==> src/rtl/rr_merge3_arbiter.sv <==
// rr_merge3_arbiter
// Merges three first-word-fall-through source FIFOs (a = routing, b = east,
// c = west) onto one downstream write port. Each cycle at most one source is
// popped, chosen round-robin starting after the most recently granted source.
// The popped head word is registered and presented one cycle later together
// with a single-cycle write strobe and the id of the source it came from.
// Packet contents pass through unchanged.
//
// Ports
//   clk        rising-edge clock
//   rst        asynchronous active-high reset
//   din_a/b/c  head word of each source FIFO (DATA_WIDTH)
//   empty_a/b/c source FIFO empty flags
//   out_full   downstream cannot accept a write on the next cycle
//   ren_a/b/c  combinational pop strobes, at most one high per cycle
//   dout       registered forwarded packet
//   wen        registered write strobe qualifying dout
//   grant_id   registered source of dout: 0=a, 1=b, 2=c
//   pkt_count  registered count of forwarded packets, wraps to zero
module rr_merge3_arbiter #(
  parameter int DATA_WIDTH = 21,
  parameter int CNT_WIDTH  = 16
) (
  input  logic                  clk,
  input  logic                  rst,
  input  logic [DATA_WIDTH-1:0] din_a,
  input  logic [DATA_WIDTH-1:0] din_b,
  input  logic [DATA_WIDTH-1:0] din_c,
  input  logic                  empty_a,
  input  logic                  empty_b,
  input  logic                  empty_c,
  input  logic                  out_full,
  output logic                  ren_a,
  output logic                  ren_b,
  output logic                  ren_c,
  output logic [DATA_WIDTH-1:0] dout,
  output logic                  wen,
  output logic [1:0]            grant_id,
  output logic [CNT_WIDTH-1:0]  pkt_count
);

  typedef enum logic [1:0] {
    SRC_A = 2'd0,
    SRC_B = 2'd1,
    SRC_C = 2'd2
  } src_e;

  src_e                  lastGrant_q, lastGrant_d;
  src_e                  grantId_q, grantId_d;
  logic [DATA_WIDTH-1:0] dout_q, dout_d;
  logic                  wen_q, wen_d;
  logic [CNT_WIDTH-1:0]  pktCount_q, pktCount_d;

  logic [2:0]            eligible;
  logic                  grantValid;
  src_e                  grantSrc;
  logic [DATA_WIDTH-1:0] grantData;

  // Eligibility is purely combinational so an empty flag or out_full rising
  // this cycle suppresses the pop immediately. Gating with rst keeps every
  // pop strobe low while reset is held, even though the FIFOs may hold data.
  assign eligible = {~empty_c, ~empty_b, ~empty_a} & {3{~out_full & ~rst}};

  // Round-robin pick: the search starts at the source following the last
  // grant and wraps a->b->c->a, so each priority order is spelled out per
  // last-grant value. The encoding 3 is unreachable and is folded into the
  // "last was c" case.
  always_comb begin
    grantValid = 1'b0;
    grantSrc   = SRC_A;
    unique case (lastGrant_q)
      SRC_A: begin
        if (eligible[1])      begin grantValid = 1'b1; grantSrc = SRC_B; end
        else if (eligible[2]) begin grantValid = 1'b1; grantSrc = SRC_C; end
        else if (eligible[0]) begin grantValid = 1'b1; grantSrc = SRC_A; end
      end
      SRC_B: begin
        if (eligible[2])      begin grantValid = 1'b1; grantSrc = SRC_C; end
        else if (eligible[0]) begin grantValid = 1'b1; grantSrc = SRC_A; end
        else if (eligible[1]) begin grantValid = 1'b1; grantSrc = SRC_B; end
      end
      default: begin
        if (eligible[0])      begin grantValid = 1'b1; grantSrc = SRC_A; end
        else if (eligible[1]) begin grantValid = 1'b1; grantSrc = SRC_B; end
        else if (eligible[2]) begin grantValid = 1'b1; grantSrc = SRC_C; end
      end
    endcase
  end

  // Select the head word of the granted source for capture into dout.
  always_comb begin
    grantData = din_a;
    unique case (grantSrc)
      SRC_B:   grantData = din_b;
      SRC_C:   grantData = din_c;
      default: grantData = din_a;
    endcase
  end

  assign ren_a = grantValid && (grantSrc == SRC_A);
  assign ren_b = grantValid && (grantSrc == SRC_B);
  assign ren_c = grantValid && (grantSrc == SRC_C);

  // Next-state: a grant captures data/id and raises wen for exactly one
  // cycle; without a grant dout, grant_id and the round-robin pointer hold.
  // The counter advances on the same edge that raises wen, so it already
  // includes the packet currently being presented.
  always_comb begin
    lastGrant_d = lastGrant_q;
    grantId_d   = grantId_q;
    dout_d      = dout_q;
    wen_d       = 1'b0;
    pktCount_d  = pktCount_q;
    if (grantValid) begin
      lastGrant_d = grantSrc;
      grantId_d   = grantSrc;
      dout_d      = grantData;
      wen_d       = 1'b1;
      pktCount_d  = pktCount_q + CNT_WIDTH'(1);
    end
  end

  // Output and pointer registers. The pointer resets to c so that source a
  // is searched first once reset is released.
  always_ff @(posedge clk or posedge rst) begin
    if (rst) begin
      lastGrant_q <= SRC_C;
      grantId_q   <= SRC_A;
      dout_q      <= '0;
      wen_q       <= 1'b0;
      pktCount_q  <= '0;
    end else begin
      lastGrant_q <= lastGrant_d;
      grantId_q   <= grantId_d;
      dout_q      <= dout_d;
      wen_q       <= wen_d;
      pktCount_q  <= pktCount_d;
    end
  end

  assign dout      = dout_q;
  assign wen       = wen_q;
  assign grant_id  = grantId_q;
  assign pkt_count = pktCount_q;

endmodule

==> config.mk <==
export PLATFORM = sky130hd
export DESIGN_NAME = rr_merge3_arbiter
export DESIGN_NICKNAME = d
export VERILOG_FILES = /design/src/rtl/rr_merge3_arbiter.sv
export SDC_FILE = /design/constraint.sdc
export NUM_CORES = 1
export LEC_CHECK = 0
export ABC_AREA = 1
export BUFFER_PORTS_ARGS = -buffer_cell sky130_fd_sc_hd__buf_2
export CAP_MARGIN = 20
export CORE_MARGIN = 2
export CORE_UTILIZATION = 46
export DETAILED_ROUTE_END_ITERATION = 10
export GPL_TIMING_DRIVEN = 0
export PLACE_DENSITY = 0.84
export SYNTH_ARGS = -nofsm -noshare
export SYNTH_HDL_FRONTEND = slang
export SYNTH_SLANG_ARGS = --single-unit
==> constraint.sdc <==
create_clock -name clk -period 2.35 [get_ports clk]
set_input_delay 0.1175 -clock clk [delete_from_list [all_inputs] [get_ports clk]]
set_output_delay 0.1175 -clock clk [all_outputs]
set_load 0.02 [all_outputs]
==> flow_summary.json, run 1 <==
{
  "yosysSeqAreaShare": 0.4426,
  "critPathMaxStageDelay_ns": 0.52,
  "post-route-period-util": 0.9505,
  "initial_utilization": 0.4850,
  "cts-buffers-inserted": 5,
  "yosysTopAreaCell": "dfrtp_1",
  "cts_buffer_depth": 2,
  "num_vias": 2390,
  "ioPinCount": 112,
  "slew_viol_final": 0,
  "hp-class": "in2async",
  "grt_max_degree": 42,
  "cts.sinks": 41,
  "drcViolationCount": 0,
  "status": "finished, final reports clean",
  "clock.fmax_mhz": 447.7,
  "drtPass1Iterations": 4,
  "num_antenna_cells": 0,
  "synth_fp_nets": 373,
  "worstPathRequired_ns": 2.23,
  "port-buffer-count": 111,
  "first_global_vias": 2107,
  "wl_mm": 6.098,
  "synth_top_area_share": 0.4313,
  "syn2layout_area_growth_pct": 32.45,
  "final-seq-area_mm2": 0.001027,
  "grt_usage": 0.2220,
  "clk_latency_ns": 0.29,
  "final.setup_skew_ns": 0.005538,
  "syn_area_mm2": 0.002321,
  "synthTopCellsByArea": "dfrtp_1 (43%), nand2_1 (21%), o211ai_1 (7.1%)",
  "fillerInstances": 431,
  "syn_inst": 300,
  "fin_crit_ns": 2.234,
  "cts-hold-fix-buffers": 0,
  "ys_warn_count": 0,
  "peakVddDrop_mv": 0.3398,
  "finalNetCount": 492,
  "worstPathCellList": "inv_1 > o211ai_1 > ha_2 > buf_2 > inv_1 > nor2_1 > buf_2",
  "numPlacedInstances": 478,
  "core-area_mm2": 0.004786,
  "cp-start-kind": "flop",
  "finalHoldViolCount": 0,
  "drive_gt1_frac": 0.3437,
  "arrival_ns": 2.12,
  "fin_total_pwr_w": 0.002261,
  "htreeDepth": 2,
  "rows": 25,
  "worst-setup-path-type": "reg2out",
  "fin_util": 0.6424,
  "r2r-start": "lastGrant_q[1]",
  "stdcell_count": 486,
  "reg2reg_depth": 8,
  "drt_iter0_markers": 119,
  "p_per_area_mw_per_mm2": 735.5,
  "dieArea_mm2": 0.005630,
  "cts-root-buf": "clkbuf_8",
  "tightest_slew_ns": 0.8287,
  "detail-route-antenna-nets": 0,
  "gp_congestion": 0.8373,
  "fp.dieH_um": 75.03,
  "die_w_um": 75.03,
  "setup_violations": 0,
  "clk_pin_slew_ns": 0.08,
  "critPathLaunch": "lastGrant_q[1]",
  "leakagePower_nw": 1.635,
  "cts_tree": "yes",
  "dp_hpwl_mm": 4.726,
  "ys_ff_latch": 41,
  "endpoint_kind": "output port",
  "grt_pass1_wl_mm": 9.446,
  "synth.distinct_cells": 22,
  "drv_cap": 0,
  "grt_overflow": 0,
  "slew_headroom": 0.4467,
  "viasPerCell": 4.918,
  "crit_fanout": 10,
  "wl_per_cell_um": 12.55,
  "avgSynthCellArea_um2": 7.737,
  "antenna_found_initial": 0,
  "crit_path_top_delay_cell": "dfstp_2",
  "multiInputGateArea_mm2": 0.001105
}
-- kinds of logic after synthesis --
group                    Yosys count  share of synthesized area
AND/OR/NAND/NOR                  182                     0.3364
flip-flops                        41                     0.4426
buffers and inverters             38                    0.08248
AO/OA/AOI/OAI                     25                    0.07925
XOR/XNOR                          10                    0.03773
adder cells (fa/ha/maj)            4                    0.02156
-- critical path, delay by kind of cell, from the launching register on --
family,cells,cell delay (ns)
buffers and inverters,4,0.53
AOI/OAI and AO/OA,1,0.36
DFF,1,0.52
and+or+nand+nor,1,0.09
adders and majority gates,1,0.32
-- layer usage --
metal,track usage,vias to the layer above,part of all wire
met5,0,-,0
met2,0.3762,102,0.48
met1,0.2851,1083,0.45
met4,0.07540,0,0.016
met3,0.04150,9,0.059
li1,-,1196,-
-- repair_timing --
action | 4_1_cts | 5_1_grt
gates resized for setup | 0 | 1
setup endpoints to repair | 0 | 2
setup buffers | 0 | 1
-- cell usage after synthesis (all sizes together) --
cell / instances
nand3: 27
and3: 1
nor2: 15
xor2: 4
clkbuf: 3
buf: 13
ha: 4
nor3: 1
nand2: 130
o21ai: 3
nand4: 8
inv: 22
xnor2: 6
dfstp: 1
o211ai: 22
dfrtp: 40
-- layout by cell type (no fill, tap or decap), types with 2 or more instances in the layout --
master and count:
xnor2_1 6, nand2_2 3, clkbuf_8 5, nor2_1 10, buf_2 117, o211ai_1 22
xor2_1 4, inv_1 21, nand3_1 27, buf_6 4, dfrtp_1 40, nor2_4 4
nand2_1 127, clkbuf_1 3, buf_4 4, o21ai_0 2, ha_1 3, nand4_1 8
-- metrics by stage --
| step | hold slack (ns) | setup TNS, ns | worst slack [ns] | cell area [µm²] |
|---|---|---|---|---|
| floorplan | 0.2626 | 0 | 0.5343 | 2321 |
| global placement | 0.3510 | 0 | 0.2993 | 2960 |
| detailed placement | 0.3565 | 0 | 0.2082 | 2960 |
| CTS | 0.04945 | 0 | 0.07810 | 3064 |
| global route | 0.05455 | -0.01030 | -0.007887 | 3074 |
| finish | 0.01447 | 0 | 0.1164 | 3074 |
-- final cells by class --
| class | instances | area share |
|---|---|---|
| multi-input cells | 221 | 0.3594 |
| plain buffers | 16 | 0.03541 |
| clock inverters | 2 | 0.01140 |
| flip-flops and latches | 41 | 0.3341 |
| clock buffers | 5 | 0.02239 |
| inverters | 22 | 0.02686 |
| well taps | 67 | 0.02727 |
| repair buffers | 112 | 0.1832 |
-- sequential cells by signal, indices dropped and copies added, names as in the netlist --
| signal | flops |
|---|---|
| dout | 21 |
| grant_id | 1 |
| lastGrant_q | 2 |
| pkt_count | 16 |
| wen | 1 |
-- power breakdown --
group | internal (W) | total [W] | switching (W)
combinational | 0.000281 | 0.000748 | 0.000467
clock | 0.000309 | 0.000545 | 0.000236
sequential | 0.000846 | 0.000968 | 0.000122
total | 0.00144 | 0.00226 | 0.000825
-- path summary, 6_finish.rpt --
check,to,slack [ns]
worst max register to register,dout[7],0.19
min in group clk,dout[3],0.05
worst min-delay path,pkt_count[6],0.01
worst max-delay path,ren_b,0.12
max in group asynchronous,dout[7],1.82
worst min register to register,dout[20],0.48
(Power assumes the default switching activity.)
==> run 2: changes to the inputs <==
--- a/config.mk
+++ b/config.mk
@@ -12,7 +12,7 @@
 export CORE_UTILIZATION = 46
 export DETAILED_ROUTE_END_ITERATION = 10
 export GPL_TIMING_DRIVEN = 0
-export PLACE_DENSITY = 0.84
+export PLACE_DENSITY = 0.8
 export SYNTH_ARGS = -nofsm -noshare
 export SYNTH_HDL_FRONTEND = slang
 export SYNTH_SLANG_ARGS = --single-unit
==> run 2 against run 1 <==
Against the previous run: global-route usage is essentially flat; register-to-register slack gained 0.04 ns; power shrank 3.7%; largest power group unchanged.
==> flow_summary.json, run 2 (same netlist as run 1, synthesis figures left out) <==
{
  "syn2layout_area_growth_pct": 31.70,
  "htreeDepth": 2,
  "pwr-share-clk": 0.213,
  "critPathMaxStageDelay_ns": 0.52,
  "tightest_slew_ns": 0.8376,
  "fin_area_mm2": 0.003057,
  "endpoint_kind": "output port",
  "p_per_area_mw_per_mm2": 712.1,
  "initial_utilization": 0.4850,
  "num_antenna_cells": 0,
  "clk_pin_slew_ns": 0.07,
  "largest_reg_flops": 21,
  "rows": 25,
  "grt_overflow": 0,
  "postCtsSetupBuffers": 0,
  "finalNetCount": 491,
  "rsz0062_at_grt": "no",
  "worst-setup-path-type": "reg2out",
  "slew_headroom": 0.4408,
  "layout_commonest_cell": "nand2_1",
  "grt_usage": 0.2225,
  "place_area_mm2": 0.002960,
  "cts_tree": "yes",
  "setup_violations": 0,
  "worstPathRequired_ns": 2.23,
  "peakVddDrop_mv": 0.5152,
  "grt_pass1_wl_mm": 9.549,
  "slew_viol_final": 0,
  "final_cell_mix": "nand2_1 (127), buf_2 (115), dfrtp_1 (40)",
  "detail-route-antenna-nets": 0,
  "hp-class": "in2async",
  "drive_gt1_frac": 0.3421,
  "dp_hpwl_mm": 4.737,
  "antenna_found_initial": 0,
  "crit_fanout": 10,
  "viasPerCell": 4.835,
  "finalHoldViolCount": 0,
  "arrival_ns": 2.04,
  "drt_iter0_markers": 70,
  "final.setup_skew_ns": 0.005490,
  "crit_buf_inv": 4,
  "gp_congestion": 0.8169,
  "tns_ns": 0,
  "crit_path_top_delay_cell": "dfstp_2",
  "wl_mm": 5.994,
  "worstPathCellList": "inv_1 > o211ai_1 > ha_2 > clkbuf_4 > inv_1 > nor2_1 > buf_2",
  "drtPass1Iterations": 6,
  "fp.dieH_um": 75.03,
  "p_int_w": 0.001361,
  "switching_power_w": 0.0008156,
  "leakagePower_nw": 1.619,
  "clock.fmax_mhz": 463.8,
  "fillerInstances": 431,
  "cts.repair.resized": 0,
  "ioPinCount": 112,
  "num_vias": 2345,
  "clk_latency_ns": 0.29,
  "cts_buffer_depth": 2,
  "path_delay_family": "flip-flops",
  "die_w_um": 75.03,
  "drv_cap": 0,
  "cts-buffers-inserted": 5,
  "cts.sinks": 41,
  "core-area_mm2": 0.004786,
  "wl_per_cell_um": 12.36,
  "fin_crit_ns": 2.156,
  "share_comb_of_total_power": 0.342,
  "post-route-period-util": 0.9175,
  "dieArea_mm2": 0.005630,
  "grt_max_degree": 42,
  "dp_worst_setup_slack_ns": 0.2383,
  "cpMostUsedCell": "inv_1",
  "status": "finished, final reports clean",
  "swShare": 0.3747,
  "cts-root-buf": "clkbuf_8",
  "cp-start-kind": "flop",
  "port-buffer-count": 111,
  "seq_power_share": 0.445,
  "first_global_vias": 2224,
  "fin_ws_ns": 0.1939,
  "drcViolationCount": 0,
  "cts-hold-fix-buffers": 0
}
-- run 2: power by group through the flow --
stage / clock, W / combinational (W) / sequential, W
floorplan: 0 / 0.000313 / 0.00113
global placement: 0 / 0.000737 / 0.000978
detailed placement: 0 / 0.000753 / 0.000978
CTS: 0.000475 / 0.000753 / 0.000969
global route: 0.000509 / 0.000823 / 0.000988
finish: 0.000463 / 0.000745 / 0.000969
-- run 2: final cells by class --
type | instances | area (µm²) | share of cell area
well taps | 67 | 83.83 | 0.02743
inverters | 22 | 82.58 | 0.02702
multi-input cells | 221 | 1107 | 0.3623
clock buffers | 7 | 86.33 | 0.02824
plain buffers | 16 | 113.9 | 0.03725
repair buffers | 111 | 555.5 | 0.1817
flip-flops and latches | 41 | 1027 | 0.3361
-- run 2: routing by layer --
layer / up-vias / track usage / share of wire
met5: - / 0 / 0
met4: 0 / 0.06349 / 0.014
met3: 8 / 0.06158 / 0.069
met2: 90 / 0.3869 / 0.49
met1: 1054 / 0.2698 / 0.43
li1: 1193 / - / -
-- run 2: path summary, 6_finish.rpt --
| check | to | cells after the start | start | slack [ns] |
|---|---|---|---|---|
| setup / recovery | ren_b | 7 | lastGrant_q[1] | 0.19 |
| hold / removal | pkt_count[7] | 2 | rst | 0.02 |
| setup reg to reg | dout[6] | 8 | lastGrant_q[1] | 0.23 |
| hold reg to reg | dout[19] | 2 | dout[19] | 0.48 |
| max in group asynchronous | dout[5] | 2 | rst | 1.80 |
| min in group clk | dout[13] | 3 | din_a[13] | 0.05 |
-- run 2: metrics by stage --
step                hold WS [ns]  total power [W]  std cells  utilization
floorplan                 0.2626         0.001440        300            -
global placement          0.3513         0.001715        478       0.6186
detailed placement        0.3554         0.001731        478       0.6186
CTS                      0.04266         0.002197        485       0.6366
global route             0.04457         0.002319        485       0.6387
finish                   0.01857         0.002177        485       0.6387
